==> config.mk <==
export PLATFORM = sky130hd
export DESIGN_NAME = result_demux
export DESIGN_NICKNAME = d
export VERILOG_FILES = /design/src/rtl/result_demux.sv
export SDC_FILE = /design/constraint.sdc
export NUM_CORES = 1
export LEC_CHECK = 0
export CAP_MARGIN = 40
export CORE_UTILIZATION = 40
export CTS_BUF_LIST = sky130_fd_sc_hd__clkbuf_2 sky130_fd_sc_hd__clkbuf_4 sky130_fd_sc_hd__clkbuf_8
export DETAILED_ROUTE_END_ITERATION = 7
export GPL_ROUTABILITY_DRIVEN = 0
export GPL_TIMING_DRIVEN = 0
export HOLD_SLACK_MARGIN = 0.08
export PLACE_DENSITY = 0.77
export SETUP_SLACK_MARGIN = 0.4
export SYNTH_ARGS = -nofsm -noshare
export SYNTH_HDL_FRONTEND = slang
export SYNTH_SLANG_ARGS = --single-unit
export TNS_END_PERCENT = 1
==> constraint.sdc <==
create_clock -name clk -period 2 [get_ports clk]
set_clock_uncertainty 0.1 [all_clocks]
set_input_delay 0.3 -clock clk [delete_from_list [all_inputs] [get_ports clk]]
set_output_delay 0.3 -clock clk [all_outputs]
set_load 0.02 [all_outputs]
==> src/rtl/result_demux.sv <==
// Routes each accepted result word into one of two independent 2-entry FIFO channels.
// Channel index 1 is output port A (sel=1) and index 0 is port B (sel=0).
module result_demux #(
    parameter int WIDTH = 32,
    parameter int CNT_W = 16
) (
    input  logic             clk,
    input  logic             rst_n,
    input  logic             in_valid,
    output logic             in_ready,
    input  logic [WIDTH-1:0] in_data,
    input  logic             sel,
    output logic             a_valid,
    input  logic             a_ready,
    output logic [WIDTH-1:0] a_data,
    output logic [CNT_W-1:0] a_count,
    output logic             b_valid,
    input  logic             b_ready,
    output logic [WIDTH-1:0] b_data,
    output logic [CNT_W-1:0] b_count
);

    // Encoding puts "not empty" in bit 0 and "full" in bit 1, so both flags come straight off a flop.
    typedef enum logic [1:0] {
        EMPTY = 2'b00,
        ONE   = 2'b01,
        FULL  = 2'b11
    } occ_t;

    logic [1:0]       w_full;
    logic [1:0]       w_valid;
    logic [1:0]       w_ready;
    logic [1:0]       w_push;
    logic [WIDTH-1:0] w_data  [2];
    logic [CNT_W-1:0] w_count [2];

    // Acceptance depends only on the selected channel's fill level, never on downstream ready.
    assign in_ready = ~w_full[sel];
    assign w_push   = {in_valid & in_ready & sel, in_valid & in_ready & ~sel};
    assign w_ready  = {a_ready, b_ready};

    for (genvar g = 0; g < 2; g++) begin : g_chan
        occ_t             r_state;
        logic [WIDTH-1:0] r_head;
        logic [WIDTH-1:0] r_tail;
        logic [CNT_W-1:0] r_count;
        logic             w_pop;

        assign w_pop = r_state[0] & w_ready[g];

        // NOTE: head/tail words are reset too, because the data outputs must read 0 during reset.
        always_ff @(posedge clk or negedge rst_n) begin
            if (!rst_n) begin
                r_state <= EMPTY;
                r_head  <= '0;
                r_tail  <= '0;
                r_count <= '0;
            end else begin
                // NOTE: non-blocking assignments so every flop samples pre-edge values.
                if (w_pop) begin
                    r_count <= r_count + CNT_W'(1);
                end
                case (r_state)
                    EMPTY: begin
                        if (w_push[g]) begin
                            r_head  <= in_data;
                            r_state <= ONE;
                        end
                    end
                    ONE: begin
                        if (w_push[g] && w_pop) begin
                            r_head <= in_data;
                        end else if (w_push[g]) begin
                            r_tail  <= in_data;
                            r_state <= FULL;
                        end else if (w_pop) begin
                            r_state <= EMPTY;
                        end
                    end
                    FULL: begin
                        if (w_pop) begin
                            r_head  <= r_tail;
                            r_state <= ONE;
                        end
                    end
                    default: r_state <= EMPTY;
                endcase
            end
        end

        assign w_valid[g] = r_state[0];
        assign w_full[g]  = r_state[1];
        assign w_data[g]  = r_head;
        assign w_count[g] = r_count;
    end

    assign a_valid = w_valid[1];
    assign a_data  = w_data[1];
    assign a_count = w_count[1];
    assign b_valid = w_valid[0];
    assign b_data  = w_data[0];
    assign b_count = w_count[0];

endmodule

==> results of run 1 <==
kinds of logic after synthesis:
| kind of cell | Yosys count | synth area share |
|---|---|---|
| xor gates and xnor gates | 31 | 0.03711 |
| DFF | 164 | 0.5609 |
| buffers and inverters | 31 | 0.02428 |
| and+or+nand+nor | 91 | 0.05985 |
| adders and majority gates | 12 | 0.02052 |
| AOI/OAI and AO/OA | 41 | 0.03061 |
| muxes | 167 | 0.2668 |
synth_stat cells (3+ instances only):
cell | count | area (um^2)
and3_1 | 5 | 31.28
inv_1 | 7 | 26.28
nand4_1 | 7 | 43.79
xor2_1 | 6 | 52.55
mux2_2 | 103 | 1160
nand3_1 | 15 | 75.07
nor3_1 | 3 | 15.01
mux2i_1 | 33 | 330.3
nand2_1 | 11 | 41.29
buf_6 | 6 | 67.56
and4_1 | 3 | 26.28
dfrtp_1 | 164 | 4104
xnor2_1 | 25 | 219.0
buf_2 | 13 | 65.06
ha_1 | 12 | 150.1
a21oi_1 | 35 | 175.2
nor2_1 | 41 | 153.9
clkbuf_1 | 5 | 18.77
mux2_4 | 30 | 450.4
repair_timing:
item / 4_1_cts / 5_1_grt
pin swaps: 39 / 31
resized for setup: 359 / 118
hold buffers: 1 / 0
endpoints found under the hold margin: 58 / 0
buffers inserted: 7 / 3
setup endpoints to repair: 247 / 214
cloned: 3 / 1
critical path, delay by kind of cell (launching register included):
kind	cells	cell delay [ns]
flops	1	0.46
buf+inv	4	0.42
simple gates	2	0.37
mux	1	0.34
fa+ha+maj	1	0.18
routing by layer:
layer,share of wire,vias up,global-route usage
met5,0,-,0
met1,0.46,2456,0.2510
met4,0.012,0,0.05739
li1,-,2230,-
met2,0.49,115,0.3109
met3,0.040,20,0.04231
final timing paths:
kind                                              to  slack, ns                 start
worst max-delay path            g_chan[1].r_tail[21]       0.02  g_chan[1].r_state[1]
worst min-delay path                       a_data[6]       0.28                 rst_n
worst max register to register  g_chan[1].r_tail[21]       0.02  g_chan[1].r_state[1]
worst min register to register           a_count[15]       0.37           a_count[15]
max in group asynchronous       g_chan[1].r_state[1]       0.61                 rst_n
min in group clk                         a_count[15]       0.37           a_count[15]
registers in the layout, summed over array words and instances (netlist names):
register,cells
a_data,32
g_chan.r_state,4
b_data,32
g_chan.r_tail,64
a_count,16
b_count,16
power breakdown:
part           switching (W)  internal (W)  total (W)
Sequential           0.00109       0.00483    0.00592
Clock                0.00117       0.00129    0.00247
Combinational        0.00409       0.00448    0.00857
Total                0.00635        0.0106     0.0170
per-stage QoR:
stage,setup WS (ns),hold slack [ns],cells
2_1_floorplan,0.1979,-0.09559,537
3_3_place_gp,-6.507,0.3614,902
3_5_place_dp,-0.4215,0.1625,903
4_1_cts,-0.006833,0.2588,943
5_1_grt,-0.03668,0.2891,947
6_report,0.01576,0.2780,947
layout make-up:
cell class,instances,area share
flip-flops and latches,164,0.4070
plain buffers,24,0.03283
clock inverters,9,0.01288
clock buffers,20,0.02664
well taps,229,0.02837
multi-input cells,342,0.3586
repair buffers,152,0.1311
inverters,7,0.002602
==> out/metrics.yaml, run 1 <==
status:
  outcome: "complete, no violations"
sta:
  fmax_mhz: 504.0
  finalSetupViolCount: 0
  rsz0062_at_grt: "yes"
  worst_pin_slew_ns: 0.5532
  finalSetupTns_ns: 0
  period_minus_slack_ns: 1.984
  drv_slew: 0
  maxSlewHeadroom: 0.6312
  hold_viol: 0
  fin_crit_sh: 0.9921
finish:
  fin_util: 0.5622
  multi_input_area_mm2: 0.003622
  drive_gt1_frac: 0.4875
  seqCellArea_mm2: 0.004110
  fill_cells: 1429
  final_cell_area_mm2: 0.01010
  layout_commonest_cell: "dfrtp_1"
  area_growth_pct: 38.03
  fin_nets: 758
  final_cell_mix: "dfrtp_1 (159), mux2_2 (69), mux2_4 (64)"
  antenna_cells: 0
clock_network:
  clockBufferDepth: 2
  clk_latency_ns: 0.45
  numCtsBuffers: 17
  clock_sinks: 164
  cts_tree: "yes"
  htreeDepth: 4
  clkTransAtPathRegs_ns: 0.08
  clockRootBuffer: "clkbuf_8"
global_routing:
  grt_usage: 0.1898
  grt_pass1_wl_um: 26970
  grt_max_degree: 107
  grt_overflow: 0
  grt_antenna_before_repair: 0
  grt_pass1_vias: 5110
routing:
  viasPerCell: 5.091
  final_antenna_net_count: 0
  initialDrtViolationCount: 136
  avgRoutedWirePerCell_um: 17.91
  wl_um: 16960
  dr.pass1.iters: 4
  drc: 0
  num_vias: 4821
die:
  rows: 49
  pin_count: 137
  die_h_um: 137.3
  die_w_um: 137.3
  start_util: 0.4073
  die_area_mm2: 0.01884
  coreArea_mm2: 0.01796
setup_path:
  max_stage_delay_ns: 0.46
  path_cells: "inv_2, ha_2, inv_1, or2_4, nor2_4, buf_12, buf_12, mux2_2"
  critical_path_class: "reg2reg"
  critPathLaunchType: "flop"
  ff2ff_path_depth: 8
  worst-endpoint-arrival_ns: 2.22
  endpoint_kind: "flop"
  path_common_cell: "buf_12"
  cp.required_ns: 2.23
  slowest_stage: "dfrtp_2"
  cp_max_fo: 10
placed_design:
  post-dp-hpwl_um: 11160
  dpl_cell_area_mm2: 0.009025
  port_buffers: 136
synthesis:
  synth_warnings: 0
  syn_area_mm2: 0.007317
  synth_nets: 587
  syn_inst: 537
  synth_seq_cells: 164
  synth_edf_count: 0
  ys.flop_type: "dfrtp_1"
  synthArstFlopShare: 1.000
  seq_area_frac_synth: 0.5609
  synth_area_per_cell_um2: 13.63
  synth_cell_type_count: 32
pwr:
  power_density_mw_per_mm2: 1679
  irDropWorstVdd_v: 0.0008311
  total_leakage_power_nw: 4.478
  power_w: 0.01696
hold_path:
  hold_path.class: "in2async"
run:
  max_cap_viol_count: 0
(Power assumes the default switching activity.)
==> inputs of run 2 (changes only) <==
--- a/config.mk
+++ b/config.mk
@@ -6,14 +6,16 @@
 export NUM_CORES = 1
 export LEC_CHECK = 0
 export CAP_MARGIN = 40
+export CORE_MARGIN = 4
 export CORE_UTILIZATION = 40
 export CTS_BUF_LIST = sky130_fd_sc_hd__clkbuf_2 sky130_fd_sc_hd__clkbuf_4 sky130_fd_sc_hd__clkbuf_8
 export DETAILED_ROUTE_END_ITERATION = 7
 export GPL_ROUTABILITY_DRIVEN = 0
 export GPL_TIMING_DRIVEN = 0
 export HOLD_SLACK_MARGIN = 0.08
-export PLACE_DENSITY = 0.77
+export PLACE_DENSITY = 0.75
 export SETUP_SLACK_MARGIN = 0.4
+export SKIP_LAST_GASP = 1
 export SYNTH_ARGS = -nofsm -noshare
 export SYNTH_HDL_FRONTEND = slang
 export SYNTH_SLANG_ARGS = --single-unit
==> constraint.sdc (replaced) <==
create_clock -name clk -period 2.57 [get_ports clk]
set_clock_uncertainty 0.1 [all_clocks]
set_input_delay 0.3855 -clock clk [delete_from_list [all_inputs] [get_ports clk]]
set_output_delay 0.3855 -clock clk [all_outputs]
set_load 0.02 [all_outputs]
==> run 2 against run 1 <==
Effect of this change:
- critical path depth down 1
- fmax down 6.6%
- total power down 28%
- via count down 1.6%
- cell count down 0.95%
- highest routed layer unchanged
==> out/metrics.yaml, run 2 (synthesis gave the netlist of run 1 again) <==
run:
  max_cap_viol_count: 0  # unchanged
setup_path:
  worst-endpoint-arrival_ns: 2.35  # +0.13 ns
  endpoint_kind: "flop"
  critPathLaunchType: "flop"
  critical_path_class: "reg2reg"
  cp.required_ns: 2.79  # +0.56 ns
  cp_max_fo: 10  # unchanged
finish:
  fin_util: 0.5285  # -0.03371
  final_cell_mix: "dfrtp_1 (163), clkdlybuf4s50_1 (134), mux2_2 (103)"
  largest_register_ffs: 64  # unchanged
  fill_cells: 1529  # +7.0%
  largest_register: "g_chan.r_tail"
  antenna_cells: 0  # unchanged
  area_growth_pct: 29.75
  drive_gt1_frac: 0.2779  # -0.2096
  fin_nets: 746  # -1.6%
  layout_commonest_cell: "dfrtp_1"
pwr:
  p_sw_w: 0.004376  # -31%
  pwr-share-clk: 0.167  # +0.022
  total_leakage_power_nw: 4.050  # -9.6%
  swShare: 0.3586  # -0.01582
  power_frac_seq: 0.369  # +0.020
  intPower_w: 0.007825  # -26%
  power_w: 0.01220  # -28%
  power_density_mw_per_mm2: 1285  # -23%
  p_comb_frac: 0.463  # -0.042
  irDropWorstVdd_v: 0.0006653  # -20%
clock_network:
  clockBufferDepth: 2  # unchanged
  cts_tree: "yes"
  numCtsBuffers: 17  # unchanged
  clock_sinks: 164  # unchanged
  clk_latency_ns: 0.44  # about the same
  htreeDepth: 4  # unchanged
  clkTransAtPathRegs_ns: 0.09  # about the same
  clockRootBuffer: "clkbuf_8"
sta:
  drv_slew: 0  # unchanged
  fin_crit_sh: 0.8269  # -0.1652
  fmax_mhz: 470.6  # -6.6%
  rsz0062_at_grt: "yes"
  maxSlewHeadroom: 0.5288  # -0.1023
  period_minus_slack_ns: 2.125  # +0.1408 ns
  worst_pin_slew_ns: 0.7013  # +0.1481 ns
  finalSetupViolCount: 0  # unchanged
  hold_viol: 0  # unchanged
die:
  pin_count: 137  # unchanged
  start_util: 0.4073  # unchanged
  die_area_mm2: 0.02052  # +8.9%
  coreArea_mm2: 0.01796  # unchanged
  die_h_um: 143.3  # +4.4%
  die_w_um: 143.3  # +4.4%
  rows: 49  # unchanged
placed_design:
  port_buffers: 136  # unchanged
  post-dp-hpwl_um: 11650  # +4.4%
global_routing:
  grt_max_degree: 93  # -13%
  grt_overflow: 0  # unchanged
  grt_pass1_vias: 5124  # +0.27%
  grt_usage: 0.1684  # -0.02141
  grt_antenna_before_repair: 0  # unchanged
  grt_pass1_wl_um: 27120  # +0.54%
routing:
  avgRoutedWirePerCell_um: 17.80  # -0.63%
  wl_um: 16700  # -1.6%
  dr.pass1.iters: 4  # unchanged
  viasPerCell: 5.058  # -0.65%
  final_antenna_net_count: 0  # unchanged
  drc: 0  # unchanged
  initialDrtViolationCount: 158  # +16%
  num_vias: 4744  # -1.6%
hold_path:
  hold_path.class: "reg2reg"
status:
  outcome: "complete, no violations"
## run 2: layout make-up
type | count | area, um^2 | share of cell area
clock buffers | 20 | 275.3 | 0.02899
inverters | 7 | 26.28 | 0.002768
well taps | 229 | 286.5 | 0.03018
clock inverters | 12 | 167.7 | 0.01766
repair buffers | 140 | 1418 | 0.1493
plain buffers | 24 | 180.2 | 0.01898
multi-input cells | 342 | 3035 | 0.3197
flip-flops and latches | 164 | 4105 | 0.4324
## run 2: critical path, cell delays in order, from the launching register on
cell and delay [ns]:
dfrtp_1 0.46, inv_1 0.12, ha_1 0.17, inv_1 0.06, or2_1 0.29, nor2_4 0.25, buf_8 0.20, mux2_2 0.35
## run 2: repair_timing
action,4_1_cts,5_1_grt
resized for setup,6,11
setup endpoints to repair,63,116
pin swaps,0,1
endpoints found under the hold margin,72,0
hold buffers,1,0
buffers inserted,0,2
## run 2: per-stage QoR
step | std cells | hold slack, ns | instance area (um^2) | setup TNS (ns) | worst slack, ns
final | 938 | 0.3725 | 9494 | 0 | 0.4449
after global routing | 938 | 0.4016 | 9494 | 0 | 0.3726
after CTS | 936 | 0.3789 | 9458 | 0 | 0.3075
after detailed placement | 903 | 0.2940 | 8997 | 0 | 0.05212
after global placement | 902 | 0.3592 | 8965 | -892.97 | -5.461
after floorplan | 537 | -0.01009 | 7317 | 0 | 0.4667
## run 2: power groups by stage
stage / clock [W] / sequential [W] / combinational (W)
after floorplan: 0 / 0.00511 / 0.00286
final: 0.00204 / 0.00450 / 0.00565
after CTS: 0.00211 / 0.00451 / 0.00571
after detailed placement: 0 / 0.00454 / 0.00568
after global routing: 0.00222 / 0.00465 / 0.00608
after global placement: 0 / 0.00447 / 0.00549
## run 2: worst paths after layout
kind / startpoint / to / slack [ns] / cells after the start
worst max-delay path: g_chan[1].r_state[1] / g_chan[1].r_tail[28] / 0.44 / 7
worst min-delay path: b_count[15] / b_count[15] / 0.37 / 1
worst max register to register: g_chan[1].r_state[1] / g_chan[1].r_tail[28] / 0.44 / 7
worst min register to register: b_count[15] / b_count[15] / 0.37 / 1
max in group asynchronous: rst_n / g_chan[0].r_tail[30] / 1.16 / 3
min in group asynchronous: rst_n / a_data[7] / 0.38 / 2
## run 2: per-layer routing
layer | vias up | track usage | share of wire
li1 | 2205 | - | -
met1 | 2425 | 0.2174 | 0.45
met2 | 97 | 0.2866 | 0.50
met3 | 17 | 0.03617 | 0.038
met4 | 0 | 0.04955 | 0.011
met5 | - | 0 | 0
